--- config.mk ---
export PLATFORM = sky130hd
export DESIGN_NAME = bram_port_arbiter
export DESIGN_NICKNAME = d
export VERILOG_FILES = /design/src/rtl/bram_port_arbiter_pkg.sv /design/src/rtl/bram_port_arbiter_rr_arb2.sv /design/src/rtl/bram_port_arbiter.sv
export SDC_FILE = /design/constraint.sdc
export NUM_CORES = 1
export LEC_CHECK = 0
export CORE_AREA = 5 5 77 115
export DETAILED_ROUTE_END_ITERATION = 6
export DIE_AREA = 0 0 82 120
export DONT_BUFFER_PORTS = 1
export PLACE_DENSITY = 0.66
export SLEW_MARGIN = 20
export SYNTH_ARGS = -nofsm -noshare
export SYNTH_HDL_FRONTEND = slang
export SYNTH_HIERARCHICAL = 1
export SYNTH_SLANG_ARGS = --single-unit
--- constraint.sdc ---
create_clock -name i_clk -period 5.5 [get_ports i_clk]
set_input_delay 1.65 -clock i_clk [delete_from_list [all_inputs] [get_ports i_clk]]
set_output_delay 1.65 -clock i_clk [all_outputs]
set_load 0.02 [all_outputs]
--- src/rtl/bram_port_arbiter_pkg.sv ---
// bram_port_arbiter_pkg: state/owner encodings and defaults shared by the BRAM port arbiter
package bram_port_arbiter_pkg;
  typedef enum logic [1:0] {
    S_IDLE    = 2'd0,
    S_ISSUE   = 2'd1,
    S_WAIT    = 2'd2,
    S_RELEASE = 2'd3
  } state_t;
  localparam logic [1:0] OWN_NONE = 2'd0;
  localparam logic [1:0] OWN_RD   = 2'd1;
  localparam logic [1:0] OWN_WR   = 2'd2;
  localparam int LOCK_MAX_DEF = 16;
  localparam logic [15:0] TIMEOUT_LIMIT = 16'd4095;
endpackage

--- src/rtl/bram_port_arbiter_rr_arb2.sv ---
// rr_arb2: two-way round-robin grant; one-hot o_gnt matches the OWN_RD/OWN_WR codes
module rr_arb2 (
  input  logic       i_clk,
  input  logic       i_rst,
  input  logic [1:0] i_req,
  input  logic       i_take,
  input  logic       i_force,
  input  logic       i_force_ptr,
  output logic [1:0] o_gnt
);
  logic ptr;
  assign o_gnt = &i_req ? {ptr, ~ptr} : i_req;
  always_ff @(posedge i_clk or posedge i_rst)
    if (i_rst) ptr <= 1'b0;
    else ptr <= i_force ? i_force_ptr : (i_take && &i_req) ? ~ptr : ptr;
endmodule

--- src/rtl/bram_port_arbiter.sv ---
// bram_port_arbiter: shares one BRAM word port between row reader and writer; BRAM_ARB_TIMEOUT_EN adds a WAIT watchdog and o_timeout
module bram_port_arbiter import bram_port_arbiter_pkg::*; #(
  parameter int ADDR_W   = 13,
  parameter int DATA_W   = 32,
  parameter int LOCK_MAX = LOCK_MAX_DEF
) (
  input  logic              i_clk,
  input  logic              i_rst,
  input  logic              i_rd_trig,
  input  logic              i_rd_lock,
  input  logic [ADDR_W-1:0] i_rd_addr,
  output logic [DATA_W-1:0] o_rd_data,
  output logic              o_rd_done,
  input  logic              i_wr_trig,
  input  logic              i_wr_lock,
  input  logic [ADDR_W-1:0] i_wr_addr,
  input  logic [DATA_W-1:0] i_wr_data,
  output logic              o_wr_done,
  output logic              o_bram_trig,
  output logic              o_bram_we,
  output logic [ADDR_W-1:0] o_bram_addr,
  output logic [DATA_W-1:0] o_bram_wdata,
  input  logic [DATA_W-1:0] i_bram_rdata,
  input  logic              i_bram_done,
`ifdef BRAM_ARB_TIMEOUT_EN
  output logic              o_timeout,
`endif
  output logic [1:0]        o_owner
);
  localparam int CW = $clog2(LOCK_MAX + 1);
  localparam logic [CW-1:0] LOCK_LIM = CW'(LOCK_MAX);
  state_t state, nxt;
  logic [1:0] own, gnt, gap;
  logic [CW-1:0] cnt;
  logic done_q, rise, own_trig, own_lock, take, rel, force_rr, arm, armed;
`ifdef BRAM_ARB_TIMEOUT_EN
  logic [15:0] wd;
  logic abort;
`endif
  assign rise = i_bram_done & ~done_q;
  assign own_trig = own == OWN_WR ? i_wr_trig : i_rd_trig;
  assign own_lock = own == OWN_WR ? i_wr_lock : i_rd_lock;
  rr_arb2 u_rr (
    .i_clk(i_clk), .i_rst(i_rst), .i_req({i_wr_trig, i_rd_trig}), .i_take(take),
    .i_force(force_rr), .i_force_ptr(own == OWN_RD), .o_gnt(gnt)
  );
  always_comb begin
    nxt = state;
    take = 1'b0;
    rel = 1'b0;
    force_rr = 1'b0;
    arm = 1'b0;
`ifdef BRAM_ARB_TIMEOUT_EN
    abort = 1'b0;
`endif
    case (state)
      S_IDLE: if (i_rd_trig || i_wr_trig) begin
        nxt = S_ISSUE;
        take = 1'b1;
      end
      S_ISSUE: nxt = S_WAIT;
      S_WAIT: begin
        if (rise) nxt = S_RELEASE;
`ifdef BRAM_ARB_TIMEOUT_EN
        else if (wd == TIMEOUT_LIMIT) begin
          nxt = S_IDLE;
          abort = 1'b1;
        end
`endif
      end
      S_RELEASE: begin
        // armed: locked owner dropped trig and has a short window to re-raise it
        if (armed) begin
          if (own_trig) nxt = S_ISSUE;
          else if (&gap) begin
            nxt = S_IDLE;
            rel = 1'b1;
          end
        end else if (!i_bram_done && (!own_trig || !own_lock)) begin
          if (own_lock && cnt < LOCK_LIM) arm = 1'b1;
          else begin
            nxt = S_IDLE;
            rel = 1'b1;
            force_rr = cnt >= LOCK_LIM;
          end
        end
      end
    endcase
  end
  always_ff @(posedge i_clk or posedge i_rst)
    if (i_rst) begin
      state <= S_IDLE;
      own <= OWN_NONE;
      cnt <= '0;
      gap <= '0;
      armed <= 1'b0;
      done_q <= 1'b0;
      o_rd_data <= '0;
      o_rd_done <= 1'b0;
      o_wr_done <= 1'b0;
      o_bram_trig <= 1'b0;
      o_bram_we <= 1'b0;
      o_bram_addr <= '0;
      o_bram_wdata <= '0;
      o_owner <= OWN_NONE;
`ifdef BRAM_ARB_TIMEOUT_EN
      wd <= '0;
      o_timeout <= 1'b0;
`endif
    end else begin
      state <= nxt;
      done_q <= i_bram_done;
      o_rd_done <= 1'b0;
      o_wr_done <= 1'b0;
      armed <= nxt == S_RELEASE && (armed || arm);
      gap <= armed && nxt == S_RELEASE ? gap + 1'b1 : '0;
      if (take) own <= gnt;
      if (state == S_ISSUE) begin
        o_bram_trig <= 1'b1;
        o_bram_we <= own == OWN_WR;
        o_bram_addr <= own == OWN_WR ? i_wr_addr : i_rd_addr;
        o_bram_wdata <= i_wr_data;
        o_owner <= own;
      end
      if (state == S_WAIT && rise) begin
        o_bram_trig <= 1'b0;
        o_rd_done <= own == OWN_RD;
        o_wr_done <= own == OWN_WR;
        cnt <= cnt + 1'b1;
        if (own == OWN_RD) o_rd_data <= i_bram_rdata;
      end
      if (rel) begin
        cnt <= '0;
        own <= OWN_NONE;
        o_owner <= OWN_NONE;
      end
`ifdef BRAM_ARB_TIMEOUT_EN
      o_timeout <= abort;
      wd <= state == S_WAIT ? wd + 1'b1 : '0;
      if (abort) begin
        o_bram_trig <= 1'b0;
        o_rd_done <= own == OWN_RD;
        o_wr_done <= own == OWN_WR;
        if (own == OWN_RD) o_rd_data <= '0;
        cnt <= '0;
        own <= OWN_NONE;
        o_owner <= OWN_NONE;
      end
`endif
    end
endmodule

# Yosys cells after proc, flatten, opt, wreduce, memory -nomap -nowiden
# Cells that the tools add are included.
# word_totals
regBits	97
word_cells	90
# op_classes
addsub	2
n_lt_le_gt_ge	2
eq_ne	6
n_mux	41
bitwise_logic	3
n_reduce_logical	21
# ops
operator	n
2-bit 2-to-1 mux	13
1-bit 2-to-1 mux	24
13-bit 2-to-1 mux	1
5-bit 2-to-1 mux	2
2-bit nonzero test	5
2-bit == test, second input constant	4
2-bit one-hot mux with 4 select lines	1
1-bit logical AND	6
2-bit AND reduction	3
5-bit by 1-bit adder with 5-bit output, second input constant	1
5-bit >= comparator, second input constant	1
5-bit < comparator, second input constant	1
2-bit by 1-bit == test with 1-bit output, second input constant	2
1-bit logical NOT	3
1-bit logical OR	3
2-bit by 1-bit adder with 2-bit output, second input constant	1
2-bit logical NOT	1
1-bit inverter	2
1-bit bitwise AND	1

# Depth between registers and ports, before layout
# depth
depth_word	11
ltp_mapped	7

# Modules after synthesis
# The synthesis kept the hierarchy.
# modules_own_cells
module	n_inst	cells_each	area_per_inst_um2	seq_area_each_um2
bram_port_arbiter	1	355	3836.2	2402.3
rr_arb2	1	9	75.1	25.0

# Worst setup path after synthesis
# OpenSTA, ideal clock, no wires.
# synth_timing
path_type	input to register
start	input i_wr_trig
end	register armed
setup_time_ns	0.120
arrival_ns	3.003
required_time_ns	5.380
setup_slack_ns	2.378
stages	5
path_cell_list	and4b_1 a311o_1 o31a_1 a311oi_2 and3b_1
# synth_via
elab_chain_len	9
elab_cells_between_ends	16
cone_classes	1 x eq/ne; 9 x mux; 6 x reduce/logical
# synth_rtl
item	line_no	text
from (decl)	bram_port_arbiter.sv:14	input logic i_wr_trig,
1-bit 2-to-1 mux	bram_port_arbiter.sv:41	assign own_trig = own == OWN_WR ? i_wr_trig : i_rd_trig;
1-bit logical NOT	bram_port_arbiter.sv:79	end else if (!i_bram_done && (!own_trig || !own_lock)) begin
1-bit logical OR	bram_port_arbiter.sv:79	
1-bit logical AND	bram_port_arbiter.sv:79	
2-bit 2-to-1 mux / 1-bit 2-to-1 mux (equally long branches)	bram_port_arbiter.sv:79	
2-bit 2-to-1 mux / 1-bit 2-to-1 mux (equally long branches)	bram_port_arbiter.sv:73	if (armed) begin
2-bit one-hot mux with 4 select lines / 1-bit 2-to-1 mux (equally long branches)	bram_port_arbiter.sv:56	case (state)
2-bit == test / 1-bit logical OR (equally long branches)	bram_port_arbiter.sv:115	armed <= nxt == S_RELEASE && (armed || arm);
1-bit logical AND (*)	bram_port_arbiter.sv:115	
to (signal assigned)	bram_port_arbiter.sv:115	
to (decl)	bram_port_arbiter.sv:35	logic done_q, rise, own_trig, own_lock, take, rel, force_rr, arm, armed;
# Mark *: on every way between the ends. The rest lies on a longest branch, timed or not.
# A chain may end at the register's enable or synchronous reset.

# Final worst setup path
# layout_timing
start	input i_bram_done
end	register o_rd_data[3]
# layout_via
elab_chain_len	3
# layout_rtl
item	line_no	text
from (decl)	bram_port_arbiter.sv:24	input logic i_bram_done,
1-bit bitwise AND	bram_port_arbiter.sv:40	assign rise = i_bram_done & ~done_q;
1-bit logical AND	bram_port_arbiter.sv:125	if (state == S_WAIT && rise) begin
2-bit AND reduction (no line)	--	
to (signal assigned)	bram_port_arbiter.sv:130	if (own == OWN_RD) o_rd_data <= i_bram_rdata;
to (decl)	bram_port_arbiter.sv:12	output logic [DATA_W-1:0] o_rd_data,
# Every way passes these cells.

==> qor.tcl <==
set qor(run_status) {complete, no violations}
set qor(ir_worst_vdd_uv) 324
set qor(syn_nets) 463
set qor(drc) 0
set qor(fin_skew_ps) 6.64
set qor(route.detailed.vias_per_inst) 5.43
set qor(setup_repair_after_global_routing_missed_its_margin) {no}
set qor(dp.final_hpwl_mm) 6.22
set qor(post_route_cells_drive_above_1_share) 0.158
set qor(syn-mean-instance-area_um2) 10.7
set qor(fp.dieArea_mm2) 0.00984
set qor(path_class) {input port to flop}
set qor(timing.final.max_slew_violations) 0
set qor(first_global_vias) 2804
set qor(synthFlopType) {sky130_fd_sc_hd__dfrtp_1}
set qor(die_w_um) 82
set qor(synth_enable_flop_cells) 0
set qor(drt-wirelength-per-cell_um) 18.0
set qor(synth_cell_types) 40
set qor(cts_htree_levels) 3
set qor(global_route.usage.total) 0.181
set qor(start_util) 0.501
set qor(detailedRoute.firstPassIterationCount) 5
set qor(power.combinational.fraction) 0.176
set qor(synthesis.area_mm2) 0.00391
set qor(total_nets_final) 460
set qor(netlist.top_cell.by_area) {sky130_fd_sc_hd__dfrtp_1}
set qor(core_mm2) 0.00781
set qor(power_density_mw_per_mm2) 636
set qor(numClockSinks) 97
set qor(final_min_period_over_clock_period) 0.541
set qor(drt-total-wl_mm) 8.46
set qor(cts.reportedPaths.clkPinSlew_ps) 60
set qor(timing.critical_path.from_type) {input port}
set qor(pin_count) 180
set qor(timing.critical_path.required_ps) 5770
set qor(period_minus_slack_ps) 2980
set qor(area_growth_syn_to_layout_pct) 10.2
set qor(max-clock-path-buffers) 2
set qor(critical_path_peak_fanout) 33
set qor(ant_nets) 0
set qor(die_h_um) 120
set qor(clkLatencyLatePin_ps) 330
set qor(maxCapViolations) 0
set qor(p_int_uw) 1630
set qor(routabilityCongestion) 0.767
set qor(synth_seq_area_share) 0.621
set qor(grt_antenna_before_repair) 0
set qor(clock_power_share) 0.222
set qor(cts_buffers) 9
set qor(cts_setup_buffers) 0
set qor(placed_cells_incl_taps) 455
set qor(share_seq_of_total_power) 0.602
set qor(static-leakage-power_uw) 0.00208
set qor(post_layout_instance_count_excluding_filler_cells) 471
set qor(cts_tree) {done}
set qor(synth.ff_latch_count) 97
set qor(clock-root-buffer) {sky130_fd_sc_hd__clkbuf_16}
set qor(cts-resized-gates) 0
set qor(tightest_slew_ps) 921
set qor(maxClockFrequency_mhz) 336
set qor(finalSetupViolCount) 0
set qor(yosys-top-cells-area) {sky130_fd_sc_hd__dfrtp_1 62%, sky130_fd_sc_hd__nand2_1 12%, sky130_fd_sc_hd__mux2_2 9.5%}
set qor(arrival_ps) 3250
set qor(cts-hold-fix-buffers) 0
set qor(maximum_number_of_pins_on_one_net_before_global_route_repair) 59
set qor(num_rows) 40
set qor(report.power.total_uw) 2740
set qor(grt.overflow.total) 0
set qor(netSwitchingPower_uw) 1110
set qor(synth-async-reset-ratio) 1.00
set qor(n_antenna_cell) 0
set qor(total_negative_slack_for_setup_checks_ps) 0
set qor(power.share.switching) 0.406
set qor(grt_first_pass_wirelength_mm) 13.7
set qor(fin_hold_ws_ps) 456
set qor(synth_cells) 364
set qor(slew-limit-headroom) 0.385
set qor(place.port_buffers) 0
set qor(drt_iter0_drc) 94
set qor(holdCritPathClass) {flop to flop}
set qor(final_core_utilization) 0.552
set qor(critical_path.endpoint_type) {flop}
set qor(vias) 2559
set qor(finalHoldViolCount) 0
set qor(yosysTopAreaCellShare) 0.621
set qor(yosys_warning_count) 6
==> routing by layer <==
layer	global-route usage	vias to the layer above	wire, µm
met5	0	-	0
met4	0.105	0	308
met3	0.0578	22	840
met2	0.293	128	4270
met1	0.205	1221	3050
li1	-	1188	-
==> final timing paths <==
| check | slack, ps | end | startpoint | depth (start not counted) |
|---|---|---|---|---|
| worst max-delay path | 2520 | o_rd_data[3]$_DFFE_PP0P_ | i_bram_done | 6 |
| max in group asynchronous | 3230 | o_bram_wdata[17]$_DFFE_PP0P_ | i_rst | 2 |
| worst min register to register | 460 | gap[0]$_DFF_PP0_ | gap[0]$_DFF_PP0_ | 1 |
| worst max register to register | 2990 | armed$_DFF_PP0_ | own[0]$_DFFE_PP0P_ | 5 |
| worst min-delay path | 460 | gap[0]$_DFF_PP0_ | gap[0]$_DFF_PP0_ | 1 |
| min in group asynchronous | 1040 | u_rr/ptr$_DFFE_PP0P_ | i_rst | 1 |
==> flip-flops by register name (all words and copies together) (netlist names) <==
signal and cells:
state 2, o_bram_we 1, u_rr/ptr 1, done_q 1, o_rd_done 1, o_rd_data 32
o_bram_trig 1, o_wr_done 1, own 2, gap 2, o_owner 2, o_bram_wdata 32
cnt 5, o_bram_addr 13, armed 1
==> Yosys cell counts (all sizes together) (2+ instances only) <==
master / n
mux2i: 3
inv: 6
nand4: 2
a21boi: 2
nand2b: 2
xor2: 3
and3b: 2
nor2: 26
dfrtp: 97
o21ai: 2
xnor2: 2
ha: 2
mux2: 33
buf: 6
a22o: 2
nand2: 128
a31oi: 13
nor2b: 3
clkbuf: 12
==> stage by stage <==
step	area, µm²	setup WS [ps]
CTS	4310	2530
finish	4310	2520
detailed placement	4010	2170
global route	4310	2230
floorplan	3910	1340
global placement	4010	2220
==> layout by cell type (no fill, tap or decap), types with 3 or more instances in the layout <==
cell	n
sky130_fd_sc_hd__nand2_1	128
sky130_fd_sc_hd__dfrtp_1	97
sky130_fd_sc_hd__mux2_2	33
sky130_fd_sc_hd__nor2_1	26
sky130_fd_sc_hd__a31oi_1	13
sky130_fd_sc_hd__clkbuf_16	9
sky130_fd_sc_hd__inv_1	5
sky130_fd_sc_hd__buf_4	4
sky130_fd_sc_hd__mux2i_1	3
sky130_fd_sc_hd__xor2_1	3
==> power groups by stage <==
stage | combinational, µW | clock (µW) | sequential [µW]
2_1_floorplan | 420 | 0 | 1570
3_3_place_gp | 468 | 0 | 1670
3_5_place_dp | 494 | 0 | 1670
4_1_cts | 490 | 628 | 1660
5_1_grt | 568 | 664 | 1700
6_report | 481 | 609 | 1650
==> critical path, cell delays in order <==
cell                       delay (ps)
sky130_fd_sc_hd__nor4bb_1         290
sky130_fd_sc_hd__nand2_1          100
sky130_fd_sc_hd__buf_4            250
sky130_fd_sc_hd__inv_1            710
sky130_fd_sc_hd__nand2_1          130
sky130_fd_sc_hd__nand2_1           90
==> logic make-up (layout without fill, tap and decap cells) <==
logic type | after synthesis | count (layout) | synth area share
xor gates and xnor gates | 5 | 5 | 0.0112
DFF | 97 | 97 | 0.621
and+or+nand+nor | 171 | 171 | 0.180
muxes | 36 | 36 | 0.103
adders and majority gates | 2 | 2 | 0.00640
AOI/OAI and AO/OA | 29 | 29 | 0.0550
buffers and inverters | 24 | 26 | 0.0240
==> layout make-up <==
cell class                      count  area, µm²
Clock buffer                       10        229
Inverter                            6       25.0
Sequential cell                    97       2430
Fill cell                         697       3500
Clock inverter                      6       67.6
Tap cell                          105        131
Multi-Input combinational cell    243       1400
Timing Repair Buffer                4       30.0
Power figures use the tool's default switching activity.
